--- src/rtl/siso_pkg.sv ---
// Shared definitions for the SISO shift-register link controller and its chain model.
package siso_pkg;

  typedef enum logic [1:0] {
    IDLE = 2'd0,
    RUN  = 2'd1,
    DONE = 2'd2
  } siso_ctrl_state_t;

  localparam int DEF_WIDTH = 8;
  localparam int DEF_DEPTH = 4;

endpackage

--- src/rtl/siso_link_ctrl.sv ---
// Sends a parallel word bit-serially through an external SISO chain and reassembles
// the returning bits, flagging whether the received word matches what was sent.
module siso_link_ctrl
  import siso_pkg::*;
#(
  parameter int WIDTH     = DEF_WIDTH,
  parameter int DEPTH     = DEF_DEPTH,
  parameter int LSB_FIRST = 1
) (
  input  logic             clk,
  input  logic             rst,
  input  logic [WIDTH-1:0] tx_data,
  input  logic             tx_valid,
  output logic             tx_ready,
  output logic             b,
  input  logic             q,
  output logic [WIDTH-1:0] rx_data,
  output logic             rx_valid,
  output logic             rx_match,
  output logic             busy
);

  localparam int CW = $clog2(WIDTH + DEPTH + 1);
  localparam int IW = (WIDTH > 1) ? $clog2(WIDTH) : 1;
  localparam logic [CW-1:0] W_C  = CW'(WIDTH);
  localparam logic [CW-1:0] D_C  = CW'(DEPTH);
  localparam logic [CW-1:0] LAST = CW'(WIDTH + DEPTH - 1);

  siso_ctrl_state_t state;
  logic [CW-1:0]    cnt;
  logic [CW-1:0]    nxt;
  logic [WIDTH-1:0] tx_word;

  function automatic logic [IW-1:0] idx(input logic [CW-1:0] i);
    int unsigned v;
    v = (LSB_FIRST != 0) ? 32'(i) : 32'(WIDTH - 1) - 32'(i);
    return IW'(v);
  endfunction

  assign nxt      = cnt + CW'(1);
  assign tx_ready = (state == IDLE) && !rst;
  assign rx_match = (state == DONE) && (rx_data == tx_word);

  // b is registered one step ahead so the bit for cycle cnt is on the wire during that cycle
  always_ff @(posedge clk or posedge rst) begin
    if (rst) begin
      state    <= IDLE;
      cnt      <= '0;
      tx_word  <= '0;
      rx_data  <= '0;
      b        <= 1'b0;
      rx_valid <= 1'b0;
      busy     <= 1'b0;
    end else begin
      rx_valid <= 1'b0;
      case (state)
        IDLE: begin
          if (tx_valid && tx_ready) begin
            tx_word <= tx_data;
            cnt     <= '0;
            rx_data <= '0;
            b       <= tx_data[idx(CW'(0))];
            busy    <= 1'b1;
            state   <= RUN;
          end
        end
        RUN: begin
          if (cnt >= D_C) rx_data[idx(cnt - D_C)] <= q;
          if (cnt == LAST) begin
            b        <= 1'b0;
            rx_valid <= 1'b1;
            state    <= DONE;
          end else begin
            cnt <= nxt;
            b   <= (nxt < W_C) ? tx_word[idx(nxt)] : 1'b0;
          end
        end
        DONE: begin
          busy  <= 1'b0;
          state <= IDLE;
        end
        default: state <= IDLE;
      endcase
    end
  end

endmodule

--- config.mk ---
export PLATFORM = sky130hd
export DESIGN_NAME = siso_link_ctrl
export DESIGN_NICKNAME = d
export VERILOG_FILES = /design/src/rtl/siso_pkg.sv /design/src/rtl/siso_link_ctrl.sv
export SDC_FILE = /design/constraint.sdc
export NUM_CORES = 1
export LEC_CHECK = 0
export ABC_AREA = 1
export BUFFER_PORTS_ARGS = -buffer_cell sky130_fd_sc_hd__buf_2
export CORE_MARGIN = 10
export CORE_UTILIZATION = 57
export CTS_BUF_LIST = sky130_fd_sc_hd__clkbuf_4 sky130_fd_sc_hd__clkbuf_8
export DETAILED_ROUTE_END_ITERATION = 6
export PLACE_DENSITY = 0.81
export SYNTH_ARGS = -nofsm -noshare
export SYNTH_HDL_FRONTEND = slang
export SYNTH_SLANG_ARGS = --single-unit
--- constraint.sdc ---
create_clock -name clk -period 1.4 [get_ports clk]
set_input_delay 0.07 -clock clk [delete_from_list [all_inputs] [get_ports clk]]
set_output_delay 0.07 -clock clk [all_outputs]
set_load 0.01 [all_outputs]
==> impl_results.md, run 1 <==
* Top-count cell post-synth: nand2_1
* Number of synthesized flops with an enable pin at 0
* Primary FF master, synth: dfrtp_1
* Total number of vias at 1353
* Distinct cell type count after synthesis at 23
* Vias per cell at between 5 and 6
* Cell area after technology mapping at 0.001365 mm^2
* Synthesized Nets at 188
* Worst ir drop on vdd at 0.001297 V
* Maximum capacitance violations at 0
* Slowest cell on crit path: dfrtp_1
* Transition time at the pin with the least slew margin at 0.3161 ns
* Global-route wire length before repair at 5.699 mm
* Crit-path leading delay family: buffers and inverters
* Initial antenna violation count at 0
* Synth warnings at 0
* Share of Yosys cell area claimed by the top area cell type at 45.83%
* CP bufs+invs at 3
* Antenna diodes at 0
* All-Layer GR Usage at 15.50%
* Setup slack on the worst flop-to-flop path at -0.04 ns
* Initial core utilization at approximately 61%
* Final max-slew violation count at 0
* Count of input and output buffers at 24
* Number of nets in the final layout at 237
* Max Freq at 0.6951 GHz
* FF+latch count, synth at 25
* RD Place Congestion at 0.9254
* Net Sw Power at between 0.0015 and 0.002 W
* Type of the setup path with the least slack: flip-flop to flip-flop
* Largest cells by area after synthesis: dfrtp_1, nand2_1, nand3_1
* Clk network pwr share at roughly 8.9%
* Cell occurring most often along the worst timing path: nand2_1
* Largest net degree at the start of global routing at 26
* Number of global-route vias before repair at between 1k and 1.5k
* Worst path required time at 1.67 ns
* Count of unresolved DRC violations after routing at 0
* Final cell area excluding filler cells at 0.001752 mm^2
* Final hold slack at 0.06031 ns
* Met2 capacity usage during global routing at roughly 25%
* Proportion of synthesized flip-flops having asynchronous set or reset at 100.0%
* Wire length per cell after detailed routing at 14.31 um
* Worst endpoint data arrival time at 1.71 ns
* Antenna-violating nets left at 0
* Layout-stage area growth over the synthesis result at 28.32%
* Total setup violations reported at the end of the flow at 2
* Final global-route overflow total at 0
* Worst min path class: primary input to flip-flop
* Post-detailed-placement cell area at 0.001504 mm^2
* Total iterations of the first detailed-routing run at 5
* Clock insertion delay at the later pin of the skew report at roughly 0.32 ns
* Remaining max-slew budget at the tightest pin at 78.78%
* Clock tree buffer depth at 2
* Floorplan die area at around 0.0048 mm^2
* Critical path's largest stage delay at 0.42 ns
* Chip Width at slightly below 70 um
* Sequential element share of the synthesized area at roughly 46%
* Global-route layer with the greatest usage: met2
* Register share of total power at 34.4%
* Final period demand of the worst path at about 1.4 ns
* Ports at 25
* Run status: finished, violations left
* Proportion of total power due to net switching at 46.37%
* Number of rows created at floorplan at 17
* Cell Chain, Critical Path: buf_4, nor2_4, clkinvlp_4, buf_2, o21ai_1, nand2_1, nand2_1
* Kind of end point of the critical path: flip-flop
* Cell types with the highest counts after synthesis: nand2_1, dfrtp_1, inv_1
* Mean instance size in the synthesized netlist at 7.800 um^2
* Final clock skew at approximately 0.0015 ns
* Combinational group share of total power at between 50% and 60%
* RSZ-0062 raised after global routing: true
* CTS Sinks at 25
* Top fanout value on the critical path at 5
* Met3 track demand over resource in global routing at 4.187%
* Final critical-path setup slack at -0.03856 ns
* Dpl hpwl at 2.514 mm
* Final period utilization at 102.8%
* TritonCTS buffer count at 3
* Total leakage power at between 0.9 and 1 nW
* TritonCTS clock tree: built
* Cell type with the largest total area after synthesis: dfrtp_1
* Layout filler cell count at 158
* Buffer type at the clock tree root: clkbuf_4
* Number of instances in the synthesized netlist at 175
* CTS H-Tree Depth at 1
* Violations in the final reports: setup timing
* Worst setup SP type: flip-flop
* First DRT Iteration DRCs at 73
* Routed wire length at between 3 and 4 mm
* Areal power density over the cells at 2167 mW/mm^2
* Global routing met1 resource utilization at 19.27%
* Total internal power at 0.002035 W
* Core area at 0.002255 mm^2
* Final Hold Vio Count at 0
* Setup TNS at -0.06851 ns
* Fraction of final layout cells sized beyond drive strength 1 at between 20% and 30%
* Die height at 68.94 um
* Clock transition at the register clock pins on the worst setup and hold paths after CTS at 0.14 ns
[per-stage QoR]
step	setup WS [ns]	utilization [%]	total power, W	std cells
2_1_floorplan	0.01071	-	0.002661	175
3_3_place_gp	0.07261	66.70	0.003035	226
3_5_place_dp	0.06417	66.70	0.003099	226
4_1_cts	-0.06283	72.70	0.003483	241
5_1_grt	-0.1710	77.69	0.004154	251
6_report	-0.03856	77.69	0.003796	251
[flip-flops by register name (all words and copies together), names as in the netlist]
name,flops
rx_valid,1
tx_word,8
cnt,4
busy,1
rx_data,8
b,1
state,2
[cells in the final DEF, fill, tap and decap left out, types with 5 or more instances in the layout]
cell type	instances
buf_2	25
buf_4	16
dfrtp_1	22
dlygate4sd3_1	9
inv_1	13
nand2_1	57
nand3_1	15
nand4_1	5
nor2_1	8
nor3_1	8
o21ai_0	7
o21ai_1	8
[kinds of logic after synthesis]
logic type               count (synthesis)  synth area share [%]
buffers and inverters                   24                 9.257
adder cells (fa/ha/maj)                  1                0.9164
XOR/XNOR                                 5                 3.209
AND/OR/NAND/NOR                        100                 33.18
AO/OA/AOI/OAI                           20                 7.608
flip-flops                              25                 45.83
[metal layers]
metal,wire [um],vias to the layer above
met2,1702,54
met5,0,-
li1,-,661
met3,296,10
met1,1540,628
met4,52,0
[power groups by stage]
stage	clock, W	combinational [W]	sequential, W
after floorplan	0	0.00136	0.00130
after global placement	0	0.00172	0.00131
after detailed placement	0	0.00177	0.00133
after CTS	0.000347	0.00184	0.00129
after global routing	0.000389	0.00243	0.00134
final	0.000339	0.00215	0.00130
[final timing paths]
path | start | endpoint | depth (start not counted)
max | state[1]$_DFFE_PP0P_ | rx_data[5]$_DFFE_PP0P_ | 7
min | q | rx_data[1]$_DFFE_PP0P_ | 3
max reg2reg | state[1]$_DFFE_PP0P_ | rx_data[5]$_DFFE_PP0P_ | 7
min reg2reg | busy$_DFFE_PP0P_ | busy$_DFFE_PP0P_ | 2
max in group asynchronous | rst | cnt[0]$_DFFE_PP0P_ | 4
min in group asynchronous | rst | rx_valid$_DFF_PP0_ | 4
[worst min-delay path: cells and delay by family]
kind                   cells  cell delay (ns)
buffers and inverters      1             0.15
AND/OR/NAND/NOR            2             0.14
[repair_timing]
item	4_1_cts	5_1_grt
pin swaps	3	4
endpoints found under the hold margin	33	0
hold buffers	9	0
cloned	0	0
resized for setup	1	15
setup buffers	2	10
setup endpoints to repair	1	20
[layout make-up]
cell class	count	area, um^2	share of cell area, %
timing repair buffer	51	346.6	19.79
clock inverter	1	7.507	0.4286
clock buffer	3	22.52	1.286
inverter	17	68.82	3.929
multi-input combinational	126	641.9	36.64
tap	28	35.03	2.000
sequential	25	629.4	35.93
Power figures use the tool's default switching activity.
==> run 2, diff against run 1 <==
--- a/config.mk
+++ b/config.mk
@@ -11,7 +11,9 @@
 export CORE_UTILIZATION = 57
 export CTS_BUF_LIST = sky130_fd_sc_hd__clkbuf_4 sky130_fd_sc_hd__clkbuf_8
 export DETAILED_ROUTE_END_ITERATION = 6
+export MAX_ROUTING_LAYER = met4
 export PLACE_DENSITY = 0.81
 export SYNTH_ARGS = -nofsm -noshare
 export SYNTH_HDL_FRONTEND = slang
 export SYNTH_SLANG_ARGS = --single-unit
+export TNS_END_PERCENT = 20
==> impl_results.md, run 2 (same netlist as run 1, synthesis figures left out) <==
* Run status: finished, violations left
* Violations in the final reports: setup timing
* Total internal power at 0.001980 W
* Most frequent cells in the layout: nand2_1, dfrtp_1, buf_2
* Dpl hpwl at 2.446 mm
* Total iterations of the first detailed-routing run at 4
* Worst setup SP type: flip-flop
* Setup TNS at -0.09957 ns
* Proportion of total power due to net switching at 47.11%
* Clk network pwr share at 9.1%
* Final period demand of the worst path at 1.468 ns
* Remaining max-slew budget at the tightest pin at 78.82%
* Worst min path class: primary input to flip-flop
* Global-route wire length before repair at 5.733 mm
* Total leakage power at 0.9042 nW
* Number of global-route vias before repair at 1306
* Antenna-violating nets left at 0
* CTS H-Tree Depth at 1
* Net Sw Power at 0.001764 W
* Layout filler cell count at 154
* Final global-route overflow total at 0
* CTS Sinks at 25
* Design Power at 0.003744 W
* Max Freq at just under 0.7 GHz
* Antenna diodes at 0
* Total setup violations reported at the end of the flow at 2
* Layout-stage area growth over the synthesis result at 25.94%
* Chip Width at 68.94 um
* Fraction of final layout cells sized beyond drive strength 1 at about a quarter
* Worst endpoint data arrival time at 1.40 ns
* Count of input and output buffers at 24
* Worst path required time at roughly 1.3 ns
* Initial antenna violation count at 0
* All-Layer GR Usage at 15.86%
* Largest net degree at the start of global routing at 26
* Most common cell after layout, fill and taps aside: nand2_1
* Total number of vias at roughly 1.3k
* Final Hold Vio Count at 0
* Die height at roughly 69 um
* Kind of end point of the critical path: output port
* Ports at 25
* Clock tree buffer depth at 2
* Clock insertion delay at the later pin of the skew report at 0.33 ns
* Combinational group share of total power at 55.6%
* Number of nets in the final layout at 232
* Type of the setup path with the least slack: flip-flop to output port
* Count of unresolved DRC violations after routing at 0
* Vias per cell at about 5.5
* Transition time at the pin with the least slew margin at between 0.3 and 0.4 ns
* Buffer type at the clock tree root: clkbuf_4
* TritonCTS buffer count at 3
* Areal power density over the cells at 2178 mW/mm^2
* Maximum capacitance violations at 0
* Largest registers: rx_data x8, tx_word x8, cnt x4
* RD Place Congestion at about 0.95
* Wire length per cell after detailed routing at 14.67 um
* Number of rows created at floorplan at 17
* Final max-slew violation count at 0
* Core area at 0.002255 mm^2
* Floorplan die area at 0.004752 mm^2
* Initial core utilization at slightly above 60%
* Final critical-path setup slack at -0.06775 ns
* TritonCTS clock tree: built
* First DRT Iteration DRCs at 87
* Final period utilization at 104.8%
* Routed wire length at 3.610 mm
* RSZ-0062 raised after global routing: true
* Top fanout value on the critical path at 2
* Register share of total power at 35.3%
* Clock transition at the register clock pins on the worst setup and hold paths after CTS at 0.15 ns
* Final clock skew at 0.008191 ns
* Worst ir drop on vdd at 0.001477 V
==> run 2: final cells by class <==
class | count | area (um^2) | area share [%]
flip-flops and latches | 25 | 626.9 | 36.46
well taps | 28 | 35.03 | 2.038
inverters | 17 | 68.82 | 4.003
repair buffers | 46 | 311.5 | 18.12
clock inverters | 1 | 5.005 | 0.2911
multi-input cells | 126 | 649.4 | 37.77
clock buffers | 3 | 22.52 | 1.310
==> run 2: worst paths after layout <==
check | startpoint | endpoint | slack (ns) | depth (start not counted)
worst min-delay path | q | rx_data[4]$_DFFE_PP0P_ | 0.05 | 3
worst min register to register | busy$_DFFE_PP0P_ | busy$_DFFE_PP0P_ | 0.54 | 2
worst max-delay path | state[1]$_DFFE_PP0P_ | rx_match | -0.07 | 7
max in group asynchronous | rst | cnt[0]$_DFFE_PP0P_ | 0.72 | 4
worst max register to register | state[1]$_DFFE_PP0P_ | rx_data[5]$_DFFE_PP0P_ | -0.03 | 7
min in group asynchronous | rst | cnt[3]$_DFFE_PP0P_ | 0.41 | 4
==> run 2: power by group through the flow <==
| stage | clock network (W) | registers, W | logic, W |
|---|---|---|---|
| global route | 0.000382 | 0.00136 | 0.00234 |
| global placement | 0 | 0.00131 | 0.00172 |
| floorplan | 0 | 0.00130 | 0.00136 |
| CTS | 0.000341 | 0.00129 | 0.00183 |
| detailed placement | 0 | 0.00132 | 0.00176 |
| finish | 0.000341 | 0.00132 | 0.00208 |
==> run 2: metal layers <==
layer | GRT usage [%] | part of all wire, % | routed length [um]
met1 | 18.77 | 42 | 1534
met2 | 26.14 | 49 | 1764
met5 | - | 0 | 0
met4 | 4.926 | 1.6 | 58
met3 | 3.543 | 7.0 | 252
==> run 2: repair_timing <==
action	4_1_cts	5_1_grt
endpoints found under the hold margin	33	0
hold buffers	9	0
pin swaps	3	2
resized for setup	2	12
setup endpoints to repair	1	19
buffers inserted	2	5
==> run 2: critical path, cell delays in order (launching register included) <==
cell and delay, ns:
dfrtp_1 0.39, inv_2 0.04, nor2_1 0.10, o21ai_1 0.07, nor2_1 0.13, nand3_1 0.10, nor2_2 0.09, buf_2 0.15
==> run 2: through the flow <==
stage	hold slack, ns	utilization (%)	worst slack, ns	cell area (um^2)	cells
global route	0.05245	76.25	-0.2216	1719	246
global placement	0.2239	66.70	0.07419	1504	226
finish	0.05409	76.25	-0.06775	1719	246
CTS	0.05091	72.59	-0.03684	1637	241
floorplan	0.1284	-	0.01071	1365	175
detailed placement	0.2337	66.70	0.06680	1504	226
==> run 3, diff against run 2 <==
--- a/config.mk
+++ b/config.mk
@@ -8,11 +8,11 @@
 export ABC_AREA = 1
 export BUFFER_PORTS_ARGS = -buffer_cell sky130_fd_sc_hd__buf_2
 export CORE_MARGIN = 10
-export CORE_UTILIZATION = 57
+export CORE_UTILIZATION = 51
 export CTS_BUF_LIST = sky130_fd_sc_hd__clkbuf_4 sky130_fd_sc_hd__clkbuf_8
 export DETAILED_ROUTE_END_ITERATION = 6
 export MAX_ROUTING_LAYER = met4
-export PLACE_DENSITY = 0.81
+export PLACE_DENSITY = 0.77
 export SYNTH_ARGS = -nofsm -noshare
 export SYNTH_HDL_FRONTEND = slang
 export SYNTH_SLANG_ARGS = --single-unit
==> constraint.sdc (replaced) <==
create_clock -name clk -period 1.35 [get_ports clk]
set_input_delay 0.0675 -clock clk [delete_from_list [all_inputs] [get_ports clk]]
set_output_delay 0.0675 -clock clk [all_outputs]
set_load 0.01 [all_outputs]
==> impl_results.md, run 3 (same netlist as run 1, synthesis figures left out) <==
* Clock insertion delay at the later pin of the skew report at approximately 0.32 ns
* First DRT Iteration DRCs at 56
* Clock tree buffer depth at 2
* Violations in the final reports: setup timing
* Layout filler cell count at 214
* Initial antenna violation count at 0
* Initial core utilization at 54.12%
* Worst setup SP type: flip-flop
* Count of unresolved DRC violations after routing at 0
* Setup TNS at -0.5149 ns
* Global-route wire length before repair at between 5 and 6 mm
* Max Freq at between 0.6 and 0.7 GHz
* Final critical-path setup slack at -0.1181 ns
* Transition time at the pin with the least slew margin at 0.3522 ns
* Filler-free cell count of the finished design at between 200 and 250
* Total setup violations reported at the end of the flow at 8
* Number of nets in the final layout at 232
* CTS H-Tree Depth at 1
* Type of the setup path with the least slack: flip-flop to output port
* Final clock skew at roughly 0.0038 ns
* Dpl hpwl at 2.465 mm
* Critical path's largest stage delay at between 0.3 and 0.4 ns
* Worst ir drop on vdd at 0.001521 V
* Final global-route overflow total at 0
* Die height at a little over 70 um
* Fraction of final layout cells sized beyond drive strength 1 at between 20% and 30%
* Most frequent cells in the layout: nand2_1, buf_2, dfrtp_1
* Core area at around 0.0025 mm^2
* Routed wire length at 3.497 mm
* All-Layer GR Usage at 14.20%
* Final Hold Vio Count at 0
* Number of rows created at floorplan at 18
* Antenna-violating nets left at 0
* Clock transition at the register clock pins on the worst setup and hold paths after CTS at 0.14 ns
* Largest net degree at the start of global routing at 26
* Kind of end point of the critical path: output port
* TritonCTS clock tree: built
* Worst endpoint data arrival time at ~1.4 ns
* RSZ-0062 raised after global routing: true
* Cell Chain, Critical Path: inv_2, nor2_2, o21ai_1, nor2_1, nand3_1, nor2_1, buf_2
* Layout-stage area growth over the synthesis result at 27.96%
* Total iterations of the first detailed-routing run at 4
* DP Cell Count at 229
* Final period utilization at 108.7%
* Count of input and output buffers at 24
* Vias per cell at 5.359
* Number of global-route vias before repair at 1322
* Most common cell after layout, fill and taps aside: nand2_1
* Slowest cell on crit path: dfrtp_2
* Total leakage power at 0.9013 nW
* Antenna diodes at 0
* Floorplan die area at roughly 0.005 mm^2
* Final period demand of the worst path at ~1.5 ns
* Worst min path class: primary input to flip-flop
* Top fanout value on the critical path at 2
* Remaining max-slew budget at the tightest pin at 76.52%
* Buffer type at the clock tree root: clkbuf_4
* Worst path required time at 1.28 ns
* Largest registers: rx_data x8, tx_word x8, cnt x4
* Chip Width at 71.74 um
* CTS Sinks at 25
* Run status: finished, violations left
* Wire length per cell after detailed routing at 14.10 um
* Ports at 25
* Final max-slew violation count at 0
* Areal power density over the cells at between 2000 and 2500 mW/mm^2
* RD Place Congestion at 0.8820
* TritonCTS buffer count at 3
* Total number of vias at 1329
* Maximum capacitance violations at 0
* Cell occurring most often along the worst timing path: nor2_1
==> run 3: final timing paths <==
check,startpoint,end,slack (ns),cells past startpoint
max in group asynchronous,rst,cnt[0]$_DFFE_PP0P_,0.70,4
hold / removal,q,rx_data[0]$_DFFE_PP0P_,0.07,3
setup reg to reg,state[0]$_DFFE_PP0P_,rx_data[1]$_DFFE_PP0P_,-0.10,7
hold reg to reg,busy$_DFFE_PP0P_,busy$_DFFE_PP0P_,0.53,2
min in group asynchronous,rst,rx_data[0]$_DFFE_PP0P_,0.39,4
setup / recovery,state[1]$_DFFE_PP0P_,rx_match,-0.12,7
==> run 3: critical path: cells and delay by family, from the launching register on <==
family,cells,cell delay (ns)
AND/OR/NAND/NOR,4,0.44
AO/OA/AOI/OAI,1,0.07
flip-flops,1,0.39
buffers and inverters,2,0.19
==> run 3: per-layer routing <==
metal  global-route usage [%]  wire (um)  part of all wire, %
met3                    3.444        284                  8.1
met1                    16.40       1442                   41
met4                    5.591         57                  1.6
met5                        -          0                    0
met2                    23.14       1713                   49
==> run 3: what timing repair did <==
item / in CTS / in global routing
hold endpoints to repair: 33 / 0
gates cloned: 0 / 2
pin swaps: 4 / 5
hold buffers: 9 / 0
resized for setup: 7 / 13
setup endpoints to repair: 1 / 21
buffers inserted: 2 / 2
==> run 3: final cells by class <==
cell class,instances,area [um^2],share of cell area (%)
clock buffer,4,30.03,1.719
sequential,25,628.1,35.96
timing repair buffer,45,320.3,18.34
timing repair inverter,1,5.005,0.2865
inverter,17,75.07,4.298
multi-input combinational,126,650.6,37.25
tap,30,37.54,2.149
==> run 3: per-stage QoR <==
step	hold slack, ns	worst slack, ns	instance area [um^2]	util [%]	total power (W)
after global placement	0.2043	0.07874	1530	60.66	0.003193
after global routing	0.06372	-0.2123	1747	69.25	0.004223
after floorplan	-0.03277	0.1403	1369	-	0.002760
after detailed placement	0.2111	0.03539	1530	60.66	0.003253
after CTS	0.04799	-0.1220	1678	66.52	0.003694
final	0.06621	-0.1181	1747	69.25	0.003864
==> run 3: report_power, final <==
| part | internal [W] | switching, W |
|---|---|---|
| Combinational | 0.000886 | 0.00125 |
| Clock | 0.000136 | 0.000229 |
| Sequential | 0.00106 | 0.000306 |
